--- src/rtl/result_uart_pkg.sv ---
// Shared constants, FSM state type and frame byte selection for result_uart_tx.
package result_uart_pkg;

    localparam logic [7:0]  FRAME_HDR  = 8'hA5;
    localparam int unsigned NWORDS     = 16;
    localparam int unsigned WORD_W     = 12;
    localparam int unsigned DATA_BYTES = 32;

    typedef enum logic [2:0] {IDLE, LOAD, SEND, CSUM, FIN} state_e;

    // idx 0 is the header; idx 1..32 walk r1..r16 as {hi nibble, lo byte}.
    function automatic logic [7:0] frame_byte(input logic [NWORDS*WORD_W-1:0] snap,
                                              input logic [5:0]               idx);
        logic [4:0]        j;
        logic [WORD_W-1:0] w;
        j = idx[4:0] - 5'd1;
        w = snap[WORD_W*j[4:1] +: WORD_W];
        if (idx == 6'd0) begin
            return FRAME_HDR;
        end
        return j[0] ? w[7:0] : {4'h0, w[11:8]};
    endfunction

endpackage

--- src/rtl/uart_tx_byte.sv ---
// 8N1 byte serialiser; go is accepted while idle or in the bdone cycle so bytes run back to back.
module uart_tx_byte #(
    parameter int unsigned CLKS_PER_BIT = 434
) (
    input  logic       clk,
    input  logic       rst_n,
    input  logic       go,
    input  logic [7:0] tx_byte,
    output logic       tx,
    output logic       bdone
);

    localparam int unsigned BAUD_W = $clog2(CLKS_PER_BIT);

    logic              active_q, active_d;
    logic              tx_q, tx_d;
    logic [8:0]        shift_q, shift_d;
    logic [3:0]        bit_cnt_q, bit_cnt_d;
    logic [BAUD_W-1:0] baud_q, baud_d;
    logic              baud_last;

    assign baud_last = (baud_q == BAUD_W'(CLKS_PER_BIT - 1));
    assign bdone     = active_q && (bit_cnt_q == 4'd9) && baud_last;
    assign tx        = tx_q;

    always_comb begin
        active_d  = active_q;
        tx_d      = tx_q;
        shift_d   = shift_q;
        bit_cnt_d = bit_cnt_q;
        baud_d    = baud_q;
        if (go && (!active_q || bdone)) begin
            active_d  = 1'b1;
            tx_d      = 1'b0;
            shift_d   = {1'b1, tx_byte};
            bit_cnt_d = 4'd0;
            baud_d    = '0;
        end else if (active_q) begin
            if (baud_last) begin
                baud_d = '0;
                if (bit_cnt_q == 4'd9) begin
                    active_d  = 1'b0;
                    bit_cnt_d = 4'd0;
                    tx_d      = 1'b1;
                end else begin
                    // the stop bit is the 1 parked in shift_q[8]
                    bit_cnt_d = bit_cnt_q + 4'd1;
                    tx_d      = shift_q[0];
                    shift_d   = {1'b1, shift_q[8:1]};
                end
            end else begin
                baud_d = baud_q + BAUD_W'(1);
            end
        end
    end

    always_ff @(posedge clk or negedge rst_n) begin
        if (!rst_n) begin
            active_q  <= 1'b0;
            tx_q      <= 1'b1;
            shift_q   <= '0;
            bit_cnt_q <= '0;
            baud_q    <= '0;
        end else begin
            active_q  <= active_d;
            tx_q      <= tx_d;
            shift_q   <= shift_d;
            bit_cnt_q <= bit_cnt_d;
            baud_q    <= baud_d;
        end
    end

endmodule

--- src/rtl/result_uart_tx.sv ---
// Snapshots r1..r16 on start and streams header + 32 data bytes over UART 8N1.
// Define RESULT_UART_CSUM_EN to append an XOR checksum byte of the data bytes.
module result_uart_tx
    import result_uart_pkg::*;
#(
    parameter int unsigned CLKS_PER_BIT = 434
) (
    input  logic                     clk,
    input  logic                     rst_n,
    input  logic                     start,
    input  logic [NWORDS*WORD_W-1:0] results,
    output logic                     tx,
    output logic                     busy,
    output logic                     done
);

    state_e                    state_q, state_d;
    logic [NWORDS*WORD_W-1:0]  snap_q, snap_d;
    logic [5:0]                byte_idx_q, byte_idx_d;
    logic                      kick_q, kick_d;
    logic                      go;
    logic                      bdone;
    logic [7:0]                tx_byte;
    logic [7:0]                nxt_byte;
`ifdef RESULT_UART_CSUM_EN
    logic [7:0]                csum_q, csum_d;
`endif

    // kick_q marks the first SEND cycle, which launches the header
    assign nxt_byte = frame_byte(snap_q, kick_q ? 6'd0 : byte_idx_q + 6'd1);
    assign busy     = (state_q == LOAD) || (state_q == SEND) || (state_q == CSUM);
    assign done     = (state_q == FIN);

    always_comb begin
        state_d    = state_q;
        snap_d     = snap_q;
        byte_idx_d = byte_idx_q;
        kick_d     = kick_q;
        go         = 1'b0;
        tx_byte    = nxt_byte;
`ifdef RESULT_UART_CSUM_EN
        csum_d     = csum_q;
`endif
        unique case (state_q)
            IDLE: begin
                if (start) begin
                    state_d = LOAD;
                    snap_d  = results;
                end
            end
            LOAD: begin
                byte_idx_d = 6'd0;
                kick_d     = 1'b1;
                state_d    = SEND;
`ifdef RESULT_UART_CSUM_EN
                csum_d     = 8'h00;
`endif
            end
            SEND: begin
                if (kick_q) begin
                    go     = 1'b1;
                    kick_d = 1'b0;
                end else if (bdone) begin
                    if (byte_idx_q < 6'(DATA_BYTES)) begin
                        go         = 1'b1;
                        byte_idx_d = byte_idx_q + 6'd1;
`ifdef RESULT_UART_CSUM_EN
                        csum_d     = csum_q ^ nxt_byte;
`endif
                    end else begin
`ifdef RESULT_UART_CSUM_EN
                        state_d = CSUM;
                        go      = 1'b1;
                        tx_byte = csum_q;
`else
                        state_d = FIN;
`endif
                    end
                end
            end
            CSUM: begin
                if (bdone) begin
                    state_d = FIN;
                end
            end
            FIN: begin
                state_d = IDLE;
            end
            default: begin
                state_d = IDLE;
            end
        endcase
    end

    always_ff @(posedge clk or negedge rst_n) begin
        if (!rst_n) begin
            state_q    <= IDLE;
            snap_q     <= '0;
            byte_idx_q <= '0;
            kick_q     <= 1'b0;
`ifdef RESULT_UART_CSUM_EN
            csum_q     <= '0;
`endif
        end else begin
            state_q    <= state_d;
            snap_q     <= snap_d;
            byte_idx_q <= byte_idx_d;
            kick_q     <= kick_d;
`ifdef RESULT_UART_CSUM_EN
            csum_q     <= csum_d;
`endif
        end
    end

    uart_tx_byte #(
        .CLKS_PER_BIT (CLKS_PER_BIT)
    ) u_byte (
        .clk     (clk),
        .rst_n   (rst_n),
        .go      (go),
        .tx_byte (tx_byte),
        .tx      (tx),
        .bdone   (bdone)
    );

endmodule

--- config.mk ---
export PLATFORM = sky130hd
export DESIGN_NAME = result_uart_tx
export DESIGN_NICKNAME = d
export VERILOG_FILES = /design/src/rtl/result_uart_pkg.sv /design/src/rtl/uart_tx_byte.sv /design/src/rtl/result_uart_tx.sv
export SDC_FILE = /design/constraint.sdc
export NUM_CORES = 1
export LEC_CHECK = 0
export BUFFER_PORTS_ARGS = -buffer_cell sky130_fd_sc_hd__buf_4
export CORE_UTILIZATION = 55
export CTS_BUF_LIST = sky130_fd_sc_hd__clkbuf_4 sky130_fd_sc_hd__clkbuf_8
export CTS_CLUSTER_DIAMETER = 30
export CTS_CLUSTER_SIZE = 40
export DETAILED_ROUTE_END_ITERATION = 10
export MAX_ROUTING_LAYER = met4
export PLACE_DENSITY = 0.78
export REMOVE_ABC_BUFFERS = 1
export SYNTH_ARGS = -nofsm -noshare
export SYNTH_HDL_FRONTEND = slang
export SYNTH_SLANG_ARGS = --single-unit
--- constraint.sdc ---
create_clock -name clk -period 3.6 [get_ports clk]
set_input_delay 0.54 -clock clk [delete_from_list [all_inputs] [get_ports clk]]
set_output_delay 0.54 -clock clk [all_outputs]
set_load 0.005 [all_outputs]
==> PnR_summary.wiki, run 1 <==
{| class="wikitable"
! Metric !! Value
|-
| Maximum number of pins on one net before global-route repair || 115
|-
| Slack of the critical path || 427 ps
|-
| Internal reg-to-reg setup slack || 430 ps
|-
| Worst setup path category || reg2reg
|-
| Std cell rows || 50
|-
| Yosys warnings || 0
|-
| Sequential area share after synthesis || 52.5%
|-
| FILL cells || 1301
|-
| Vias per cell || 5.60
|-
| #FFs+latches synth || 226
|-
| Share of power burned in the clock network || 23.0%
|-
| Total count of max-transition violations in the final report || 0
|-
| Worst-path clk slew || 70 ps
|-
| Crit. End Element || flop
|-
| CTS tree || built
|-
| Total setup violations reported at the end of the flow || 0
|-
| Number of primary I/O pins || 198
|-
| Maximum clock insertion buffer count || 3
|-
| Crit-path cells || ha_1, nand2b_1, ha_2, xor2_4, buf_4, buf_4, mux4_2, mux2_2, nand2_1, a31oi_1
|-
| Vias || 7268
|-
| Peak supply drop || 0.000509 V
|-
| Cell at the slowest stage of the critical path || sky130_fd_sc_hd__mux4_2
|-
| Highest fanout seen on the critical path || 14
|-
| Total global routing track utilization || 26.6%
|-
| Average footprint of a synthesized cell || 13.7 um2
|-
| Post-route DRC violation count || 0
|-
| Measured slew at the worst slew-check pin || 1030 ps
|-
| Chip height || 142 um
|-
| Post-route clock period utilization || 88.1%
|-
| Number of inserted diodes || 0
|-
| Cell count after placement || 1217
|-
| CTS H-tree depth || 2
|-
| Switching share of power || 32.8%
|-
| Post-CTS setup buffers || 0
|-
| Power share of the combinational group || 44.2%
|-
| Number of enable-type register cells in the synthesized netlist || 0
|-
| DRC violation total after the first TritonRoute iteration || 427
|-
| Antenna violations before repair || 0
|-
| Post-synthesis async set-or-reset flop share || 100%
|-
| Skew-Pair Late Insertion Delay || 550 ps
|-
| Number of CTS-inserted buffers || 45
|-
| Critical path's most frequent cell || sky130_fd_sc_hd__buf_4
|-
| Initial cell density of the core || 56.9%
|-
| HPWL after detailed placement || 17400 um
|-
| Result of the run || finished clean
|-
| Worst setup skew after layout || 19.4 ps
|-
| Ys flop type || sky130_fd_sc_hd__dfrtp_1
|-
| Setup repair after global routing missed its margin || false
|-
| Worst EP arrival || 3590 ps
|-
| Worst hold slack || 51.3 ps
|-
| Class of the tightest hold or removal check || in2async
|-
| Routed WL per cell || 18.8 um
|-
| Post-cts hold buffer count || 0
|-
| Internal portion of total power || 0.00927 W
|-
| Routability congestion estimate || 0.875
|-
| Post-synthesis cell count || 786
|-
| Die Span X || 142 um
|-
| Power share of the sequential group || 32.8%
|-
| Overflow left after global routing || 0
|-
| Reg2reg end || u_byte.shift_q[7]
|-
| Vias in the first global route || 7692
|-
| Slowest stage delay, CP || 520 ps
|-
| Max Cap Violations || 0
|-
| Resized cells post-CTS || 0
|-
| Minimum setup slack after placement || 436 ps
|-
| Buffer cell driving the clock tree root || sky130_fd_sc_hd__clkbuf_8
|-
| Synth cell types || 63
|-
| Antenna violation net count after detailed routing || 0
|-
| Slew margin rel. || 31.1%
|-
| Synthesized area || 10800 um2
|-
| Data required, critical path || 4020 ps
|-
| Overall power || 0.0138 W
|-
| Top library cells by usage in the layout, fill and taps aside || sky130_fd_sc_hd__dfrtp_1, sky130_fd_sc_hd__buf_4, sky130_fd_sc_hd__mux2_2
|-
| Floorplan core area || 19000 um2
|-
| Leading cell type in the layout, fill and taps excluded || sky130_fd_sc_hd__dfrtp_1
|-
| Area of the die || 20200 um2
|-
| P_sw || 0.00453 W
|-
| Power per unit of standard cell area || 1010 nW/um2
|-
| Area delta synth->final || 27.1%
|-
| Leakage power of the design || 5.98 nW
|-
| Post-Layout Cell Count || 1299
|-
| Type of origin of the critical path || flop
|-
| Number of hold violations in the final report || 0
|-
| Crit-path leading delay family || multiplexers
|-
| Maximum operating frequency || 315 MHz
|-
| Share of layout cells above drive strength 1 || 53.7%
|-
| TritonCTS sink count || 226
|-
| DRT Wirelength || 24500 um
|-
| Nets@finish || 1206
|-
| Count of buffers inserted at the top-level ports || 197
|-
| Final critical delay including setup and external delays || 3170 ps
|-
| Depth of the worst register-to-register path || 10
|-
| Count of buffer and inverter cells on the critical path || 2
|-
| First-pass GRT wire length || 39900 um
|-
| Detailed-routing iteration count for the pre-antenna-repair pass || 6
|-
| R2r startpoint || byte_idx_q[0]
|}
[metal layers]
| metal | share of wire [%] | vias up | global-route usage [%] |
|---|---|---|---|
| li1 | - | 3343 | - |
| met1 | 42 | 3657 | 34.1 |
| met2 | 50 | 221 | 42.4 |
| met3 | 6.5 | 47 | 6.12 |
| met4 | 2.2 | 0 | 8.15 |
| met5 | 0 | - | - |
[kinds of logic after synthesis]
kind of cell               count (synthesis)  share of synthesized area, %
DFF                                      226                          52.5
buffers and inverters                     53                          2.60
xor gates and xnor gates                   2                         0.232
muxes                                    256                          31.5
AOI/OAI and AO/OA                         96                          5.85
adders and majority gates                  7                         0.812
and+or+nand+nor                          146                          6.48
[cell usage after synthesis, drive strengths merged (10+ instances only)]
| library cell | count | area, um2 |
|---|---|---|
| mux2i | 15 | 150 |
| buf | 15 | 138 |
| nand2 | 56 | 213 |
| nand3 | 10 | 50.1 |
| dfrtp | 225 | 5630 |
| o21ai | 41 | 205 |
| mux2 | 194 | 2180 |
| mux4 | 47 | 1070 |
| nor2 | 38 | 150 |
| clkbuf | 33 | 124 |
| a21oi | 14 | 81.3 |
[final cells by class]
cell class / count / area [um2] / share of cell area, %
clock buffers: 58 / 773 / 5.64
clock inverters: 24 / 352 / 2.57
inverters: 5 / 18.8 / 0.137
multi-input cells: 507 / 4860 / 35.5
flip-flops and latches: 226 / 5660 / 41.3
well taps: 260 / 325 / 2.37
repair buffers: 219 / 1710 / 12.5
[state kept, by name, indices dropped and copies added, names as in the netlist]
register          cells
state_q               3
snap_q              192
u_byte.active_q       1
u_byte.bit_cnt_q      4
u_byte.tx             1
u_byte.shift_q        9
kick_q                1
byte_idx_q            6
u_byte.baud_q         9
[how the worst max path moves through the flow]
stage                                   end           from  cells after the start
final                     u_byte.shift_q[7]  byte_idx_q[0]                     10
after global placement    u_byte.shift_q[6]  byte_idx_q[0]                     11
after floorplan                   snap_q[0]     state_q[0]                      2
after detailed placement  u_byte.shift_q[7]  byte_idx_q[0]                     10
after CTS                 u_byte.shift_q[7]  byte_idx_q[0]                     10
after global routing      u_byte.shift_q[4]  byte_idx_q[0]                     12
[metrics by stage]
stage / utilization [%] / TNS (ps) / instance area (um2)
2_1_floorplan: - / -3598660 / 10500
3_3_place_gp: 66.3 / 0 / 12600
3_5_place_dp: 66.3 / 0 / 12600
4_1_cts: 72.3 / 0 / 13700
5_1_grt: 72.3 / 0 / 13700
6_report: 72.3 / 0 / 13700
[power groups by stage]
stage	Clock [W]	Sequential (W)	Combinational (W)
2_1_floorplan	0	0.00425	0.00490
3_3_place_gp	0	0.00454	0.00595
3_5_place_dp	0	0.00456	0.00616
4_1_cts	0.00323	0.00453	0.00619
5_1_grt	0.00335	0.00468	0.00660
6_report	0.00318	0.00453	0.00610
Note: power is estimated with default switching activity, not from simulation.
==> run 2, diff against run 1 <==
SYNTH_HIERARCHICAL = 1   (was default)
==> run 2 against run 1 <==
Critical path depth did not move. Highest routed layer unchanged. Flip-flop and latch count did not move. Critical endpoint is now u_byte/shift_q[2]. Worst hold slack improved by 170 ps. Area after synthesis fell by 1.6%. Combinational power fell by 80%. Clock power fell by 11%.
==> PnR_summary.wiki, run 2 <==
{| class="wikitable"
! Metric !! Value
|-
| Post-CTS setup buffers || 0 (unchanged)
|-
| Leading area contributor after synthesis || sky130_fd_sc_hd__dfrtp_1 (unchanged)
|-
| Routed WL per cell || 19.9 um (was 18.8 um)
|-
| Highest fanout seen on the critical path || 16 (was 14)
|-
| Type of origin of the critical path || flop (unchanged)
|-
| Met2 WL post-DR || 12500 um (was 12200 um)
|-
| Share of layout cells above drive strength 1 || 57.8% (was 53.7%)
|-
| Fraction of the core area covered by cells at the end of the flow || 71.4% (was 72.3%)
|-
| Total setup violations reported at the end of the flow || 0 (unchanged)
|-
| Worst EP arrival || 3780 ps (was 3590 ps)
|-
| Detailed-routing iteration count for the pre-antenna-repair pass || 5 (was 6)
|-
| Crit-path leading delay family || adder cells (was multiplexers)
|-
| R2r startpoint || byte_idx_q[0] (unchanged)
|-
| #FFs+latches synth || 226 (unchanged)
|-
| Floorplan core area || 18800 um2 (was 19000 um2)
|-
| Post-synthesis async set-or-reset flop share || 100% (unchanged)
|-
| Overflow left after global routing || 0 (unchanged)
|-
| Post-route DRC violation count || 0 (unchanged)
|-
| Leading cell type in the layout, fill and taps excluded || sky130_fd_sc_hd__dfrtp_1 (unchanged)
|-
| Synth cell types || 56 (was 63)
|-
| DRT Wirelength || 24500 um (about the same)
|-
| Cell at the slowest stage of the critical path || sky130_fd_sc_hd__ha_4 (was sky130_fd_sc_hd__mux4_2)
|-
| Vias in the first global route || 7642 (was 7692)
|-
| Worst hold slack || 218 ps (was 51.3 ps)
|-
| Final critical delay including setup and external delays || 3340 ps (was 3170 ps)
|-
| Total global routing track utilization || 27.1% (was 26.6%)
|-
| Average footprint of a synthesized cell || 14.7 um2 (was 13.7 um2)
|-
| Std cell rows || 50 (unchanged)
|-
| Maximum operating frequency || 299 MHz (was 315 MHz)
|-
| Crit-path cells || ha_1, nand2b_1, ha_4, buf_4, mux4_2, mux2_1, o22ai_1, a221oi_1, or2_2, o221a_1 (was ha_1, nand2b_1, ha_2, xor2_4, buf_4, buf_4, mux4_2, mux2_2, nand2_1, a31oi_1)
|-
| Class of the tightest hold or removal check || in2reg (was in2async)
|-
| Slew margin rel. || 54.7% (was 31.1%)
|-
| Setup repair after global routing missed its margin || false (unchanged)
|-
| Vias || 7007 (was 7268)
|-
| CTS H-tree depth || 2 (unchanged)
|-
| Data required, critical path || 4040 ps (was 4020 ps)
|-
| Routability congestion estimate || 0.903 (was 0.875)
|-
| Number of enable-type register cells in the synthesized netlist || 0 (unchanged)
|-
| Number of CTS-inserted buffers || 45 (unchanged)
|-
| Area of the die || 19900 um2 (was 20200 um2)
|-
| Synthesized area || 10600 um2 (was 10800 um2)
|-
| Most numerous cell in the Yosys netlist || sky130_fd_sc_hd__dfrtp_1 (unchanged)
|-
| Post-route clock period utilization || 92.8% (was 88.1%)
|-
| Peak supply drop || 0.000387 V (was 0.000509 V)
|-
| Maximum clock insertion buffer count || 3 (unchanged)
|-
| DRC violation total after the first TritonRoute iteration || 403 (was 427)
|-
| Design Area, Final || 13400 um2 (was 13700 um2)
|-
| Yosys warnings || 6 (was 0)
|-
| Ys flop type || sky130_fd_sc_hd__dfrtp_1 (unchanged)
|-
| Antenna violations before repair || 0 (unchanged)
|-
| Commonest cells in the netlist || sky130_fd_sc_hd__dfrtp_1, sky130_fd_sc_hd__mux2_2, sky130_fd_sc_hd__mux4_2, sky130_fd_sc_hd__nor2_1, sky130_fd_sc_hd__clkbuf_1 (was sky130_fd_sc_hd__dfrtp_1, sky130_fd_sc_hd__mux2_2, sky130_fd_sc_hd__nand2_1, sky130_fd_sc_hd__mux4_2, sky130_fd_sc_hd__nor2_1)
|-
| Synth top area cells || sky130_fd_sc_hd__dfrtp_1, sky130_fd_sc_hd__mux2_2, sky130_fd_sc_hd__mux4_2, sky130_fd_sc_hd__mux2i_1, sky130_fd_sc_hd__nor2_1 (was sky130_fd_sc_hd__dfrtp_1, sky130_fd_sc_hd__mux2_2, sky130_fd_sc_hd__mux4_2, sky130_fd_sc_hd__nand2_1, sky130_fd_sc_hd__o21ai_0)
|-
| Vias per cell || 5.67 (was 5.60)
|-
| Post-place instance area || 12400 um2 (was 12600 um2)
|-
| Buffer cell driving the clock tree root || sky130_fd_sc_hd__clkbuf_8 (unchanged)
|-
| First-pass GRT wire length || 40200 um (was 39900 um)
|-
| Number of inserted diodes || 0 (unchanged)
|-
| Max reg flops || 192 (unchanged)
|-
| Total count of max-transition violations in the final report || 0 (unchanged)
|-
| Worst setup skew after layout || 26.8 ps (was 19.4 ps)
|-
| Antenna violation net count after detailed routing || 0 (unchanged)
|-
| Worst setup path category || reg2reg (unchanged)
|-
| Initial cell density of the core || 56.3% (was 56.9%)
|-
| Top routing layer in use || met4 (unchanged)
|-
| Nets@finish || 1141 (was 1206)
|-
| Skew-Pair Late Insertion Delay || 560 ps (was 550 ps)
|-
| Number of hold violations in the final report || 0 (unchanged)
|-
| Measured slew at the worst slew-check pin || 679 ps (was 1030 ps)
|-
| Slowest stage delay, CP || 520 ps (about the same)
|-
| Share of the synthesized area in the top cell type || 53.1% (was 52.2%)
|-
| Result of the run || finished clean (unchanged)
|-
| Max Cap Violations || 0 (unchanged)
|-
| CP Launch Point || byte_idx_q[0] (unchanged)
|-
| Sequential area share after synthesis || 53.3% (was 52.5%)
|-
| Top library cells by usage in the layout, fill and taps aside || sky130_fd_sc_hd__dfrtp_1, sky130_fd_sc_hd__buf_4, sky130_fd_sc_hd__mux2_2 (unchanged)
|-
| Die Span X || 141 um (was 142 um)
|-
| Maximum number of pins on one net before global-route repair || 126 (was 115)
|-
| Leakage power of the design || 5.94 nW (was 5.98 nW)
|-
| Area delta synth->final || 26.7% (was 27.1%)
|-
| HPWL after detailed placement || 17300 um (was 17400 um)
|-
| Count of buffers inserted at the top-level ports || 197 (unchanged)
|-
| Top register by number of flip-flops || snap_q (unchanged)
|-
| Min-Delay Startpoint || results[108]
|-
| Total met3 wirelength after detailed routing || 1630 um (was 1590 um)
|-
| Slack of the critical path || 260 ps (was 427 ps)
|-
| Count of buffer and inverter cells on the critical path || 1 (was 2)
|-
| Post-synthesis cell count || 722 (was 786)
|-
| Worst-path clk slew || 70 ps (about the same)
|-
| Crit. End Element || flop (unchanged)
|-
| Power per unit of standard cell area || 567 nW/um2 (was 1010 nW/um2)
|-
| Biggest regs || snap_q (192), u_byte/baud_q (9), u_byte/shift_q (9) (was snap_q (192), u_byte.baud_q (9), u_byte.shift_q (9))
|-
| TritonCTS sink count || 226 (unchanged)
|-
| Number of primary I/O pins || 198 (unchanged)
|-
| Routed metal-1 wirelength || 9860 um (was 10200 um)
|-
| Minimum setup slack after placement || 253 ps (was 436 ps)
|-
| CTS tree || built (unchanged)
|-
| Chip height || 141 um (was 142 um)
|}
## run 2: cell count changes after synthesis, moves of 7 or more
cell | previous run | this run
sky130_fd_sc_hd__nand2_1 | 55 | 19
sky130_fd_sc_hd__o21ai_0 | 34 | 13
sky130_fd_sc_hd__o221a_1 | 0 | 8
sky130_fd_sc_hd__clkbuf_1 | 33 | 26
sky130_fd_sc_hd__nand3_1 | 10 | 3
sky130_fd_sc_hd__xor2_1 | 0 | 7
## run 2: stage by stage
stage / total power (W) / TNS (ps) / cells
CTS: 0.00769 / 0 / 1235
global route: 0.00800 / 0 / 1235
global placement: 0.00471 / 0 / 1151
finish: 0.00762 / 0 / 1235
floorplan: 0.00431 / -417650 / 679
detailed placement: 0.00482 / 0 / 1151
## run 2: timing repair
action / 4_1_cts / 5_1_grt
gates resized for setup: 0 / 0
endpoints found under the hold margin: 50 / 0
hold buffers: 1 / 0
## run 2: final timing paths
| path | to | slack (ps) | cells after the start |
|---|---|---|---|
| max reg2reg | u_byte/shift_q[2] | 260 | 10 |
| min in group asynchronous | snap_q[173] | 510 | 2 |
| min reg2reg | u_byte/shift_q[8] | 490 | 1 |
| max in group asynchronous | snap_q[66] | 2120 | 3 |
| max | u_byte/shift_q[2] | 260 | 10 |
| min | snap_q[108] | 220 | 2 |
## run 2: cell type report
class                      instances  area [um2]
clock buffer                      52         716
clock inverter                    31         300
fill                            1297        5390
inverter                           9        33.8
multi-input combinational        444        4740
sequential                       226        5660
tap                              260         325
timing repair buffer             213        1670
## run 2: logic make-up (layout without fill, tap and decap cells)
logic type | count (synthesis) | in the layout | synth area share [%]
AOI/OAI and AO/OA | 64 | 64 | 4.68
xor gates and xnor gates | 12 | 12 | 0.991
adders and majority gates | 7 | 7 | 0.825
buffers and inverters | 52 | 305 | 2.30
DFF | 226 | 226 | 53.3
muxes | 263 | 263 | 33.0
and+or+nand+nor | 98 | 98 | 4.87
## run 2: where the power goes
group | total (W) | internal [W] | switching, W
Clock | 0.00284 | 0.00160 | 0.00124
Sequential | 0.00353 | 0.00315 | 0.000377
Combinational | 0.00125 | 0.000864 | 0.000389
Total | 0.00762 | 0.00562 | 0.00200
## run 2: routing by layer
metal,up-vias,GRT usage (%)
li1,3137,-
met2,236,44.6
met5,-,-
met3,44,6.05
met4,0,8.64
met1,3590,33.5
==> run 3, diff against run 2 <==
MAX_ROUTING_LAYER = default   (was met4)
==> run 3 against run 2 <==
Sequential power about the same. Flip-flop and latch count unchanged. Routed wire length decreased by 0.13%. Die area unchanged. Register-to-register slack about the same. Critical endpoint is now u_byte/shift_q[0]. Combinational power about the same. Design area unchanged. Largest power group unchanged. Clock skew decreased by 2.0 ps. Clock power about the same. Worst hold slack improved by 1.2 ps. Critical path type unchanged. Via count about the same.
==> PnR_summary.wiki, run 3 (synthesis results as in run 2) <==
{| class="wikitable"
! Metric !! Value
|-
| Detailed-routing iteration count for the pre-antenna-repair pass || 5 (unchanged)
|-
| Area delta synth->final || 26.7% (unchanged)
|-
| Vias || 7008 (was 7007)
|-
| Post-route DRC violation count || 0 (unchanged)
|-
| Slowest stage delay, CP || 520 ps (about the same)
|-
| Maximum operating frequency || 299 MHz (about the same)
|-
| Crit-path leading delay family || adder cells (unchanged)
|-
| Vias in the first global route || 7661 (was 7642)
|-
| Worst setup path category || reg2reg (unchanged)
|-
| Max reg flops || 192 (unchanged)
|-
| Floorplan core area || 18800 um2 (unchanged)
|-
| Worst-path clk slew || 70 ps (about the same)
|-
| Number of primary I/O pins || 198 (unchanged)
|-
| Highest fanout seen on the critical path || 16 (unchanged)
|-
| Nets@finish || 1141 (unchanged)
|-
| Total count of max-transition violations in the final report || 0 (unchanged)
|-
| Die Span X || 141 um (unchanged)
|-
| Buffer cell driving the clock tree root || sky130_fd_sc_hd__clkbuf_8 (unchanged)
|-
| Post-CTS setup buffers || 0 (unchanged)
|-
| Crit-path cells || ha_1, nand2b_1, ha_4, buf_4, mux4_2, mux2_1, o22ai_1, a221oi_1, or2_2, o221a_1 (unchanged)
|-
| Number of hold violations in the final report || 0 (unchanged)
|-
| Count of buffer and inverter cells on the critical path || 1 (unchanged)
|-
| Chip height || 141 um (unchanged)
|-
| Antenna violation net count after detailed routing || 0 (unchanged)
|-
| Area of the die || 19900 um2 (unchanged)
|-
| DRT Wirelength || 24500 um (about the same)
|-
| Logic depth of the worst path, buffers included || 10 (unchanged)
|-
| Design Area, Final || 13400 um2 (unchanged)
|-
| Vias per cell || 5.67 (about the same)
|-
| Routability congestion estimate || 0.888 (was 0.903)
|-
| Maximum number of pins on one net before global-route repair || 126 (unchanged)
|-
| TritonCTS sink count || 226 (unchanged)
|-
| Instance count along the most critical hold path || 2 (unchanged)
|-
| Total setup violations reported at the end of the flow || 0 (unchanged)
|-
| CTS tree || built (unchanged)
|-
| Class of the tightest hold or removal check || in2reg (unchanged)
|-
| Crit. End Element || flop (unchanged)
|-
| Worst setup skew after layout || 24.8 ps (was 26.8 ps)
|-
| Post-route clock period utilization || 92.9% (was 92.8%)
|-
| Post-Layout Cell Count || 1235 (unchanged)
|-
| Top register by number of flip-flops || snap_q (unchanged)
|-
| Max Cap Violations || 0 (unchanged)
|-
| Final critical delay including setup and external delays || 3350 ps (was 3340 ps)
|-
| DRC violation total after the first TritonRoute iteration || 389 (was 403)
|-
| Overflow left after global routing || 0 (unchanged)
|-
| CTS H-tree depth || 2 (unchanged)
|-
| Internal reg-to-reg setup slack || 250 ps (was 260 ps)
|-
| First-pass GRT wire length || 40200 um (about the same)
|-
| Final setup TNS || 0 ps (unchanged)
|-
| Number of CTS-inserted buffers || 45 (unchanged)
|-
| Data required, critical path || 4030 ps (was 4040 ps)
|-
| Initial cell density of the core || 56.3% (unchanged)
|-
| Cell at the slowest stage of the critical path || sky130_fd_sc_hd__ha_4 (unchanged)
|-
| Maximum clock insertion buffer count || 3 (unchanged)
|-
| Std cell rows || 50 (unchanged)
|-
| Skew-Pair Late Insertion Delay || 560 ps (about the same)
|-
| Number of inserted diodes || 0 (unchanged)
|-
| Result of the run || finished clean (unchanged)
|-
| Total global routing track utilization || 26.2% (was 27.1%)
|-
| Antenna violations before repair || 0 (unchanged)
|-
| Cell count after placement || 1151 (unchanged)
|-
| Worst EP arrival || 3780 ps (about the same)
|-
| Depth of the worst register-to-register path || 10 (unchanged)
|-
| Power per unit of standard cell area || 567 nW/um2 (about the same)
|-
| Post-place instance area || 12400 um2 (unchanged)
|-
| Type of origin of the critical path || flop (unchanged)
|-
| Fraction of the core area covered by cells at the end of the flow || 71.4% (unchanged)
|-
| Routed WL per cell || 19.8 um (was 19.9 um)
|-
| Peak supply drop || 0.000385 V (was 0.000387 V)
|-
| Top library cells by usage in the layout, fill and taps aside || sky130_fd_sc_hd__dfrtp_1, sky130_fd_sc_hd__buf_4, sky130_fd_sc_hd__mux2_2 (unchanged)
|-
| Share of layout cells above drive strength 1 || 57.8% (unchanged)
|-
| Slew margin rel. || 54.2% (was 54.7%)
|-
| Setup repair after global routing missed its margin || false (unchanged)
|-
| Measured slew at the worst slew-check pin || 687 ps (was 679 ps)
|-
| Leading cell type in the layout, fill and taps excluded || sky130_fd_sc_hd__dfrtp_1 (unchanged)
|-
| Leakage power of the design || 5.94 nW (unchanged)
|-
| Biggest regs || snap_q (192), u_byte/baud_q (9), u_byte/shift_q (9) (unchanged)
|-
| Count of buffers inserted at the top-level ports || 197 (unchanged)
|-
| HPWL after detailed placement || 17300 um (unchanged)
|}
## run 3: final timing paths
| check | endpoint | from |
|---|---|---|
| max | u_byte/shift_q[0] | byte_idx_q[0] |
| max reg2reg | u_byte/shift_q[0] | byte_idx_q[0] |
| min in group asynchronous | snap_q[5] | rst_n |
| min | snap_q[108] | results[108] |
| max in group asynchronous | snap_q[42] | rst_n |
| min reg2reg | u_byte/shift_q[8] | u_byte/shift_q[8] |
## run 3: metal layers
metal | track usage (%) | share of wire, % | vias to the layer above
li1 | - | - | 3143
met1 | 33.3 | 41 | 3599
met2 | 44.7 | 51 | 222
met3 | 6.08 | 6.1 | 44
met4 | 8.64 | 2.1 | 0
met5 | 0 | 0 | -
## run 3: final cells by class
| cell class | instances | area, um2 |
|---|---|---|
| Clock buffer | 52 | 716 |
| Fill cell | 1297 | 5390 |
| Sequential cell | 226 | 5660 |
| Inverter | 9 | 33.8 |
| Clock inverter | 31 | 300 |
| Multi-Input combinational cell | 444 | 4740 |
| Timing Repair Buffer | 213 | 1670 |
| Tap cell | 260 | 325 |
## run 3: stage by stage
stage	worst slack (ps)	hold slack, ps	total power, W
6_report	255	219	0.00762
5_1_grt	75.4	188	0.00800
4_1_cts	247	190	0.00769
3_5_place_dp	253	470	0.00482
3_3_place_gp	384	462	0.00471
2_1_floorplan	-2120	244	0.00431
## run 3: repair_timing
item	CTS	global route
endpoints found under the hold margin	50	0
hold buffers	1	0
resized for setup	0	0
## run 3: report_power, final
part | leakage [nW] | switching [W] | internal [W]
registers | 2.74 | 0.000375 | 0.00315
clock network | 0.504 | 0.00123 | 0.00160
logic | 2.70 | 0.000389 | 0.000864
